$ cat src/rtl/sel_sequencer.sv
// sel_sequencer: debounced two-button controller producing a registered
// 2:1 mux select. MANUAL mode toggles the select on each sel press; AUTO
// mode toggles it every AUTO_PERIOD cycles. sel_pulse strobes for one
// cycle in the cycle where s takes its new value.

// sel_debounce: 2-flop synchronizer, stable-level debouncer and
// rising-edge press detector for one raw pushbutton.
module sel_debounce #(
    parameter int unsigned DEBOUNCE_CYCLES = 500000
) (
    input  logic clk,
    input  logic rst_n,
    input  logic btn,
    output logic press
);

    // Counter only needs to reach DEBOUNCE_CYCLES-1 before it clears.
    localparam int unsigned CW = (DEBOUNCE_CYCLES > 2) ? $clog2(DEBOUNCE_CYCLES) : 1;
    localparam logic [CW-1:0] CNT_LAST = CW'(DEBOUNCE_CYCLES - 1);

    logic          sync1;
    logic          sync2;
    logic          stable;
    logic          stable_d;
    logic [CW-1:0] cnt;

    // Two-flop synchronizer for the asynchronous button input.
    always_ff @(posedge clk or negedge rst_n) begin
        if (!rst_n) begin
            sync1 <= 1'b0;
            sync2 <= 1'b0;
        end else begin
            sync1 <= btn;
            sync2 <= sync1;
        end
    end

    // Accept a level change only after it persists for DEBOUNCE_CYCLES cycles.
    always_ff @(posedge clk or negedge rst_n) begin
        if (!rst_n) begin
            cnt    <= '0;
            stable <= 1'b0;
        end else if (sync2 != stable) begin
            if (cnt == CNT_LAST) begin
                stable <= sync2;
                cnt    <= '0;
            end else begin
                cnt <= cnt + CW'(1);
            end
        end else begin
            cnt <= '0;
        end
    end

    // One-cycle press strobe on a 0-to-1 change of the stable level.
    always_ff @(posedge clk or negedge rst_n) begin
        if (!rst_n) begin
            stable_d <= 1'b0;
            press    <= 1'b0;
        end else begin
            stable_d <= stable;
            press    <= stable & ~stable_d;
        end
    end

endmodule

module sel_sequencer #(
    parameter int unsigned DEBOUNCE_CYCLES = 500000,
    parameter int unsigned AUTO_PERIOD     = 50000000
) (
    input  logic clk,
    input  logic rst_n,
    input  logic btn_sel,
    input  logic btn_mode,
    output logic s,
    output logic auto_mode,
    output logic sel_pulse
);

    localparam int unsigned PW = (AUTO_PERIOD > 2) ? $clog2(AUTO_PERIOD) : 1;
    localparam logic [PW-1:0] PER_LAST = PW'(AUTO_PERIOD - 1);

    typedef enum logic {
        MANUAL = 1'b0,
        AUTO   = 1'b1
    } state_t;

    state_t        state;
    state_t        state_next;
    logic [PW-1:0] per_cnt;
    logic [PW-1:0] per_next;
    logic          s_next;
    logic          pulse_next;
    logic          sel_press;
    logic          mode_press;

    sel_debounce #(
        .DEBOUNCE_CYCLES(DEBOUNCE_CYCLES)
    ) u_deb_sel (
        .clk  (clk),
        .rst_n(rst_n),
        .btn  (btn_sel),
        .press(sel_press)
    );

    sel_debounce #(
        .DEBOUNCE_CYCLES(DEBOUNCE_CYCLES)
    ) u_deb_mode (
        .clk  (clk),
        .rst_n(rst_n),
        .btn  (btn_mode),
        .press(mode_press)
    );

    // State, period counter and registered outputs.
    always_ff @(posedge clk or negedge rst_n) begin
        if (!rst_n) begin
            state     <= MANUAL;
            per_cnt   <= '0;
            s         <= 1'b0;
            auto_mode <= 1'b0;
            sel_pulse <= 1'b0;
        end else begin
            state     <= state_next;
            per_cnt   <= per_next;
            s         <= s_next;
            auto_mode <= (state_next == AUTO);
            sel_pulse <= pulse_next;
        end
    end

    // Next-state logic; a mode press takes priority over any select toggle.
    always_comb begin
        state_next = state;
        per_next   = per_cnt;
        s_next     = s;
        pulse_next = 1'b0;
        case (state)
            MANUAL: begin
                per_next = '0;
                if (mode_press) begin
                    state_next = AUTO;
                end else if (sel_press) begin
                    s_next     = ~s;
                    pulse_next = 1'b1;
                end
            end
            AUTO: begin
                if (mode_press) begin
                    state_next = MANUAL;
                    per_next   = '0;
                end else if (per_cnt == PER_LAST) begin
                    s_next     = ~s;
                    pulse_next = 1'b1;
                    per_next   = '0;
                end else begin
                    per_next = per_cnt + PW'(1);
                end
            end
            default: begin
                state_next = MANUAL;
                per_next   = '0;
            end
        endcase
    end

endmodule

$ cat config.mk
export PLATFORM = sky130hd
export DESIGN_NAME = sel_sequencer
export DESIGN_NICKNAME = d
export VERILOG_FILES = /design/src/rtl/sel_sequencer.sv
export SDC_FILE = /design/constraint.sdc
export NUM_CORES = 1
export LEC_CHECK = 0
export CAP_MARGIN = 20
export CORE_ASPECT_RATIO = 0.75
export CORE_MARGIN = 4
export CORE_UTILIZATION = 56
export DETAILED_ROUTE_END_ITERATION = 10
export PLACE_DENSITY = 0.79
export SKIP_CTS_REPAIR_TIMING = 1
export SYNTH_ARGS = -nofsm -noshare
export SYNTH_HDL_FRONTEND = slang
export SYNTH_HIERARCHICAL = 1
export SYNTH_SLANG_ARGS = --single-unit
$ cat constraint.sdc
create_clock -name clk -period 5.1 [get_ports clk]
set_clock_uncertainty 0.2 [all_clocks]
set_input_delay 0.51 -clock clk [delete_from_list [all_inputs] [get_ports clk]]
set_output_delay 0.51 -clock clk [all_outputs]
set_load 0.05 [all_outputs]
==> impl_metrics.yaml, run 1 <==
status:
  status: "complete, no violations"
finish:
  fin_nets: 393
  layout_top_registers: "per_cnt: 26 flops, u_deb_mode/cnt: 19 flops, u_deb_sel/cnt: 19 flops"
  max_flop_register: "per_cnt"
  areaGrowthSynthToFinish_pct: 8.48
  largest_reg_flops: 26
  multiInputGateArea_um2: 1760
  layout_utilization: 0.638
  final_layout_size_suffix_gt1_frac: 0.0771
  seq_area_um2: 1930
  n_antenna_cell: 0
  nFillCells: 530
critical_path:
  cp.required_ns: 5.09
  critical_path.reg2reg.startpoint: "per_cnt[0]"
  crit_start: "per_cnt[0]"
  criticalPathCategory: "register to register"
  cp_num_buf_inv: 0
  end_kind: "register"
  critPathSlowestCell: "a211o_1"
  critical_path.max_stage_delay_ns: 0.73
  cp_data_arrival_time_ns: 2.45
  worst-path-max-fanout: 25
  critical_path.cell_chain: "ha_1, nand2_1, nor4_1, a211o_1, a21oi_1"
  cp_top_family: "compound AO/OA/AOI/OAI gates"
  critPathLaunchType: "register"
global_routing:
  grt_start_max_net_pins: 78
  grtUsageTotal: 0.191
  first_global_vias: 2694
  number_of_antenna_violations_at_the_first_check_in_global_routing: 0
  grt_overflow_total: 0
  first_pass_grt_wire_length_um: 12300
sta:
  maxClockFrequency_mhz: 406
  timing.hold.ws_ns: 0.0971
  hold_viol: 0
  maxSlewHeadroom: 0.373
  totalNegativeSetupSlack_ns: 0
  timing.final.max_slew_violations: 0
  final_period_minus_worst_setup_slack_ns: 2.46
  min_period_over_period: 0.483
  timing_worst_slew_pin_value_ns: 0.937
  rsz_0062_raised_after_global_routing: "false"
  finalSetupViolCount: 0
  setup_slack_of_the_critical_path_after_layout_ns: 2.64
detailed_routing:
  via_count: 2714
  routed_wirelength_um: 6670
  drc_errors: 0
  drt_pass1_iterations: 4
  avgViaCountPerCell: 5.77
  final_antenna_net_count: 0
  dr.first_iter.drc_count: 150
  wire_per_inst_um: 14.2
power:
  ir_worst_vdd_mv: 0.177
  power.share.switching: 0.209
  fin_total_pwr_mw: 1.12
  power_frac_comb: 0.025
  power.share.sequential: 0.553
  power.net_switching_uw: 235
  leakagePower_nw: 1.61
  p_per_area_nw_per_um2: 273
  p_int_uw: 889
  share_clk_of_total_power: 0.422
placed_design:
  finalWeightedCongestion: 0.822
  portBuffers: 6
  hpwl_um: 4490
  dp_worst_setup_slack_ns: 2.63
floorplan:
  rows: 25
  die_y_um: 79.2
  io_pins: 7
  design.die.area_um2: 8160
  horiz_die_dim_um: 103
  fp.coreArea_um2: 6440
  initial_core_util: 0.588
clocking:
  clk_transition_reported_paths_ns: 0.07
  clock_path_buffers: 2
  tritoncts.num_buffers: 9
  cts.htree.levels: 3
  clockRootBuffer: "clkbuf_8"
  clock_insertion_delay_worst_skew_ns: 0.35
  tritoncts: "built"
  clock_sink_count: 77
synth:
  syn_area_per_cell_um2: 10.1
  postSynthRegisterBits: 77
  synth_area_leaders: "dfrtp_1, xnor2_1, nor2_1"
  synthesis.yosys.warnings: 6
  synth.distinct_cells: 36
  synth.top_cell.area_share: 0.508
  portion_of_the_post_synthesis_area_used_by_sequential_elements: 0.508
  synth.cell_area_um2: 3790
  syn_inst: 376
  mappedNetlistNets: 385
  synthDominantAreaCellType: "dfrtp_1"
job:
  cap_violations: 0
hold_path:
  holdCritPathClass: "primary input to asynchronous set/reset pin"
==> power by group through the flow <==
| stage | Clock (mW) | Sequential (mW) | Combinational (mW) |
|---|---|---|---|
| CTS | 0.489 | 0.622 | 0.0294 |
| global route | 0.522 | 0.623 | 0.0334 |
| detailed placement | 0 | 0.634 | 0.0293 |
| finish | 0.474 | 0.622 | 0.0281 |
| floorplan | 0 | 0.631 | 0.0161 |
| global placement | 0 | 0.633 | 0.0286 |
==> synthesized netlist by cell type <==
cell type and count:
a211o_1 1, a21oi_1 19, a311o_1 1, a31oi_1 1, and2_1 3, and3_1 2
and4_1 4, buf_2 3, buf_4 3, clkbuf_1 3, dfrtp_1 77, ha_1 5
inv_1 15, mux2_2 2, mux2i_1 2, nand2_1 20, nand3_1 25, nand4_1 12
nand4_4 3, nor2_1 57, nor2b_1 5, nor3_1 12, nor4_1 12, nor4_2 2
nor4b_1 3, o21ai_0 12, o31ai_1 6, o41ai_1 1, o41ai_4 2, or2_2 1
or3_1 11, or4_1 5, or4_4 4, or4b_1 1, xnor2_1 32, xor2_1 9
==> logic make-up after synthesis <==
kind of cell             synth area share
XOR/XNOR                           0.0948
adder cells (fa/ha/maj)            0.0165
flip-flops                          0.508
AO/OA/AOI/OAI                      0.0763
AND/OR/NAND/NOR                     0.265
buffers and inverters              0.0277
multiplexers                       0.0112
==> path summary, 6_finish.rpt <==
kind	slack, ns	depth (start not counted)	endpoint
max in group asynchronous	3.99	1	u_deb_sel/stable_d
hold / removal	0.1	1	per_cnt[11]
min in group clk	0.15	0	u_deb_sel/sync2
setup / recovery	2.64	5	per_cnt[17]
setup reg to reg	2.64	5	per_cnt[17]
hold reg to reg	0.15	0	u_deb_sel/sync2
==> routing by layer <==
layer,GRT usage,share of wire
met1,0.260,0.50
met2,0.286,0.45
met3,0.0694,0.043
met4,0.0543,0.010
met5,0,0
==> placed cells by master, fill, tap and decap left out <==
cell type,n
nor2_1,57
buf_4,1
or3_1,11
dfrtp_1,77
nand2_1,20
and3_1,2
or4_4,4
o21ai_0,12
or2_2,1
nor4_2,2
clkinvlp_4,1
and2_1,3
nand3_1,25
xnor2_1,32
and4_1,4
clkbuf_1,1
a211o_1,1
nor4_1,12
ha_1,5
clkinv_2,1
or4b_1,1
nor4b_1,3
nand4_1,12
a311o_1,1
clkdlybuf4s50_1,5
xor2_1,9
o31ai_1,6
bufinv_16,1
inv_1,15
or4_1,5
a21oi_1,19
clkbuf_8,12
a31oi_1,1
mux2i_1,2
nor2b_1,5
mux2_2,2
nor3_1,12
o41ai_4,2
nand4_4,3
o41ai_1,1
==> metrics by stage <==
stage / area (um^2) / instances
after floorplan: 3790 / 376
after global placement: 3900 / 454
after detailed placement: 3900 / 454
after CTS: 4110 / 470
after global routing: 4110 / 470
final: 4110 / 470
==> worst reg2reg max path: stages, from the launching register on <==
cell,delay [ns]
dfrtp_1,0.41
ha_1,0.26
nand2_1,0.11
nor4_1,0.47
a211o_1,0.73
a21oi_1,0.12
==> final cells by class <==
cell class	count	area share
flip-flops and latches	77	0.469
well taps	81	0.0247
multi-input cells	275	0.428
clock inverters	3	0.0103
clock buffers	13	0.0411
inverters	15	0.0137
repair buffers	6	0.0140
Power figures use the tool's default switching activity.
==> run 2, diff against run 1 <==
Clock period 5.1 ns to 2.5 ns, I/O delays scaled along.
==> run 2 against run 1 <==
Effect of this change: global-route usage up 1.3 points; sequential share of layout area down 1.2 points; clock power up 130%; count of clock-buffer cells in the layout unchanged; worst hold slack better by 0.041 ns; critical endpoint is now per_cnt[22].
==> impl_metrics.yaml, run 2 (synthesis gave the netlist of run 1 again) <==
floorplan:
  horiz_die_dim_um: 103
  initial_core_util: 0.588
  die_y_um: 79.2
  rows: 25
  io_pins: 7
  fp.coreArea_um2: 6440
  design.die.area_um2: 8160
finish:
  n_antenna_cell: 0
  largest_reg_flops: 26
  areaGrowthSynthToFinish_pct: 11.4
  multiInputGateArea_um2: 1760
  final_layout_size_suffix_gt1_frac: 0.0982
  max_flop_register: "per_cnt"
  mostFrequentLayoutCell: "dfrtp_1"
  top_library_cells_by_usage_in_the_layout_fill_and_taps_aside: "dfrtp_1, nor2_1, xnor2_1"
  layout_top_registers: "per_cnt: 26 flops, u_deb_mode/cnt: 19 flops, u_deb_sel/cnt: 19 flops"
  fin_nets: 401
  nFillCells: 506
  seq_area_um2: 1930
global_routing:
  grtUsageTotal: 0.204
  first_global_vias: 2869
  first_pass_grt_wire_length_um: 13100
  grt_start_max_net_pins: 49
  grt_overflow_total: 0
  number_of_antenna_violations_at_the_first_check_in_global_routing: 0
critical_path:
  cp_data_arrival_time_ns: 2.42
  end_kind: "register"
  cp.required_ns: 2.58
  critPathLaunchType: "register"
  worst-path-max-fanout: 13
  criticalPathCategory: "register to register"
detailed_routing:
  via_count: 2777
  dr.first_iter.drc_count: 151
  drc_errors: 0
  wire_per_inst_um: 15.0
  avgViaCountPerCell: 5.81
  drt_pass1_iterations: 4
  final_antenna_net_count: 0
  routed_wirelength_um: 7150
clocking:
  tritoncts: "built"
  cts.htree.levels: 3
  clock_insertion_delay_worst_skew_ns: 0.35
  clk_transition_reported_paths_ns: 0.08
  tritoncts.num_buffers: 9
  clock_sink_count: 77
  clockRootBuffer: "clkbuf_8"
  clock_path_buffers: 2
power:
  p_per_area_nw_per_um2: 579
  leakagePower_nw: 1.67
  ir_worst_vdd_mv: 0.379
placed_design:
  finalWeightedCongestion: 0.884
  hpwl_um: 4910
  portBuffers: 6
sta:
  hold_viol: 0
  totalNegativeSetupSlack_ns: 0
  timing.hold.ws_ns: 0.139
  rsz_0062_raised_after_global_routing: "false"
  final_period_minus_worst_setup_slack_ns: 2.34
  timing.final.max_slew_violations: 0
  finalSetupViolCount: 0
  min_period_over_period: 0.936
  maxSlewHeadroom: 0.593
  maxClockFrequency_mhz: 427
  timing_worst_slew_pin_value_ns: 0.610
status:
  status: "complete, no violations"
hold_path:
  holdCritPathClass: "primary input to register"
job:
  cap_violations: 0
## run 2: changes by cell type in the layout (fill, tap and decap cells not counted), sizes merged
| cell | previous run | this run |
|---|---|---|
| bufinv | 1 | 2 |
| buf | 1 | 8 |
| dlygate4sd3 | 0 | 1 |
| clkinvlp | 1 | 0 |
## run 2: worst max-delay path, stage by stage (launching register included)
cell     delay (ns)
dfrtp_1        0.42
ha_2           0.25
nand2_1        0.10
or4_4          0.60
or4_1          0.53
a21oi_1        0.17
## run 2: cell type report
| class | instances | area share |
|---|---|---|
| inverter | 15 | 0.0133 |
| multi-input combinational | 275 | 0.417 |
| clock inverter | 3 | 0.0154 |
| sequential | 77 | 0.456 |
| clock buffer | 13 | 0.0424 |
| tap | 81 | 0.0240 |
| timing repair buffer | 14 | 0.0314 |
## run 2: power by group
part	total (mW)	internal, mW	switching (mW)
Combinational	0.0679	0.0238	0.0441
Sequential	1.27	1.26	0.0127
Clock	1.11	0.670	0.437
Total	2.44	1.95	0.494
## run 2: routing by layer
layer	vias to the layer above	track usage	wire length, um
met5	-	0	0
met4	0	0.0660	103
met3	11	0.0711	309
met2	59	0.315	3380
met1	1343	0.268	3350
li1	1364	-	-
## run 2: path summary, 6_finish.rpt
path                                 startpoint                end  slack, ns  cells after the start
worst max-delay path                 per_cnt[0]        per_cnt[22]       0.16                      5
worst max register to register       per_cnt[0]        per_cnt[22]       0.16                      5
min in group asynchronous                 rst_n        per_cnt[11]       0.24                      2
worst min-delay path                   btn_mode   u_deb_mode/sync1       0.14                      1
worst min register to register  u_deb_sel/sync1    u_deb_sel/sync2       0.15                      0
max in group asynchronous                 rst_n  u_deb_mode/cnt[6]       1.28                      3
## run 2: per-stage QoR
stage / cells / util / instance area, um^2 / total power [mW] / setup WS (ns)
finish: 478 / 0.655 / 4220 / 2.44 / 0.159
floorplan: 376 / - / 3790 / 1.32 / 0.362
CTS: 477 / 0.653 / 4210 / 2.47 / 0.133
global placement: 461 / 0.615 / 3970 / 1.36 / 0.239
detailed placement: 461 / 0.615 / 3970 / 1.36 / 0.172
global route: 478 / 0.655 / 4220 / 2.54 / 0.0431
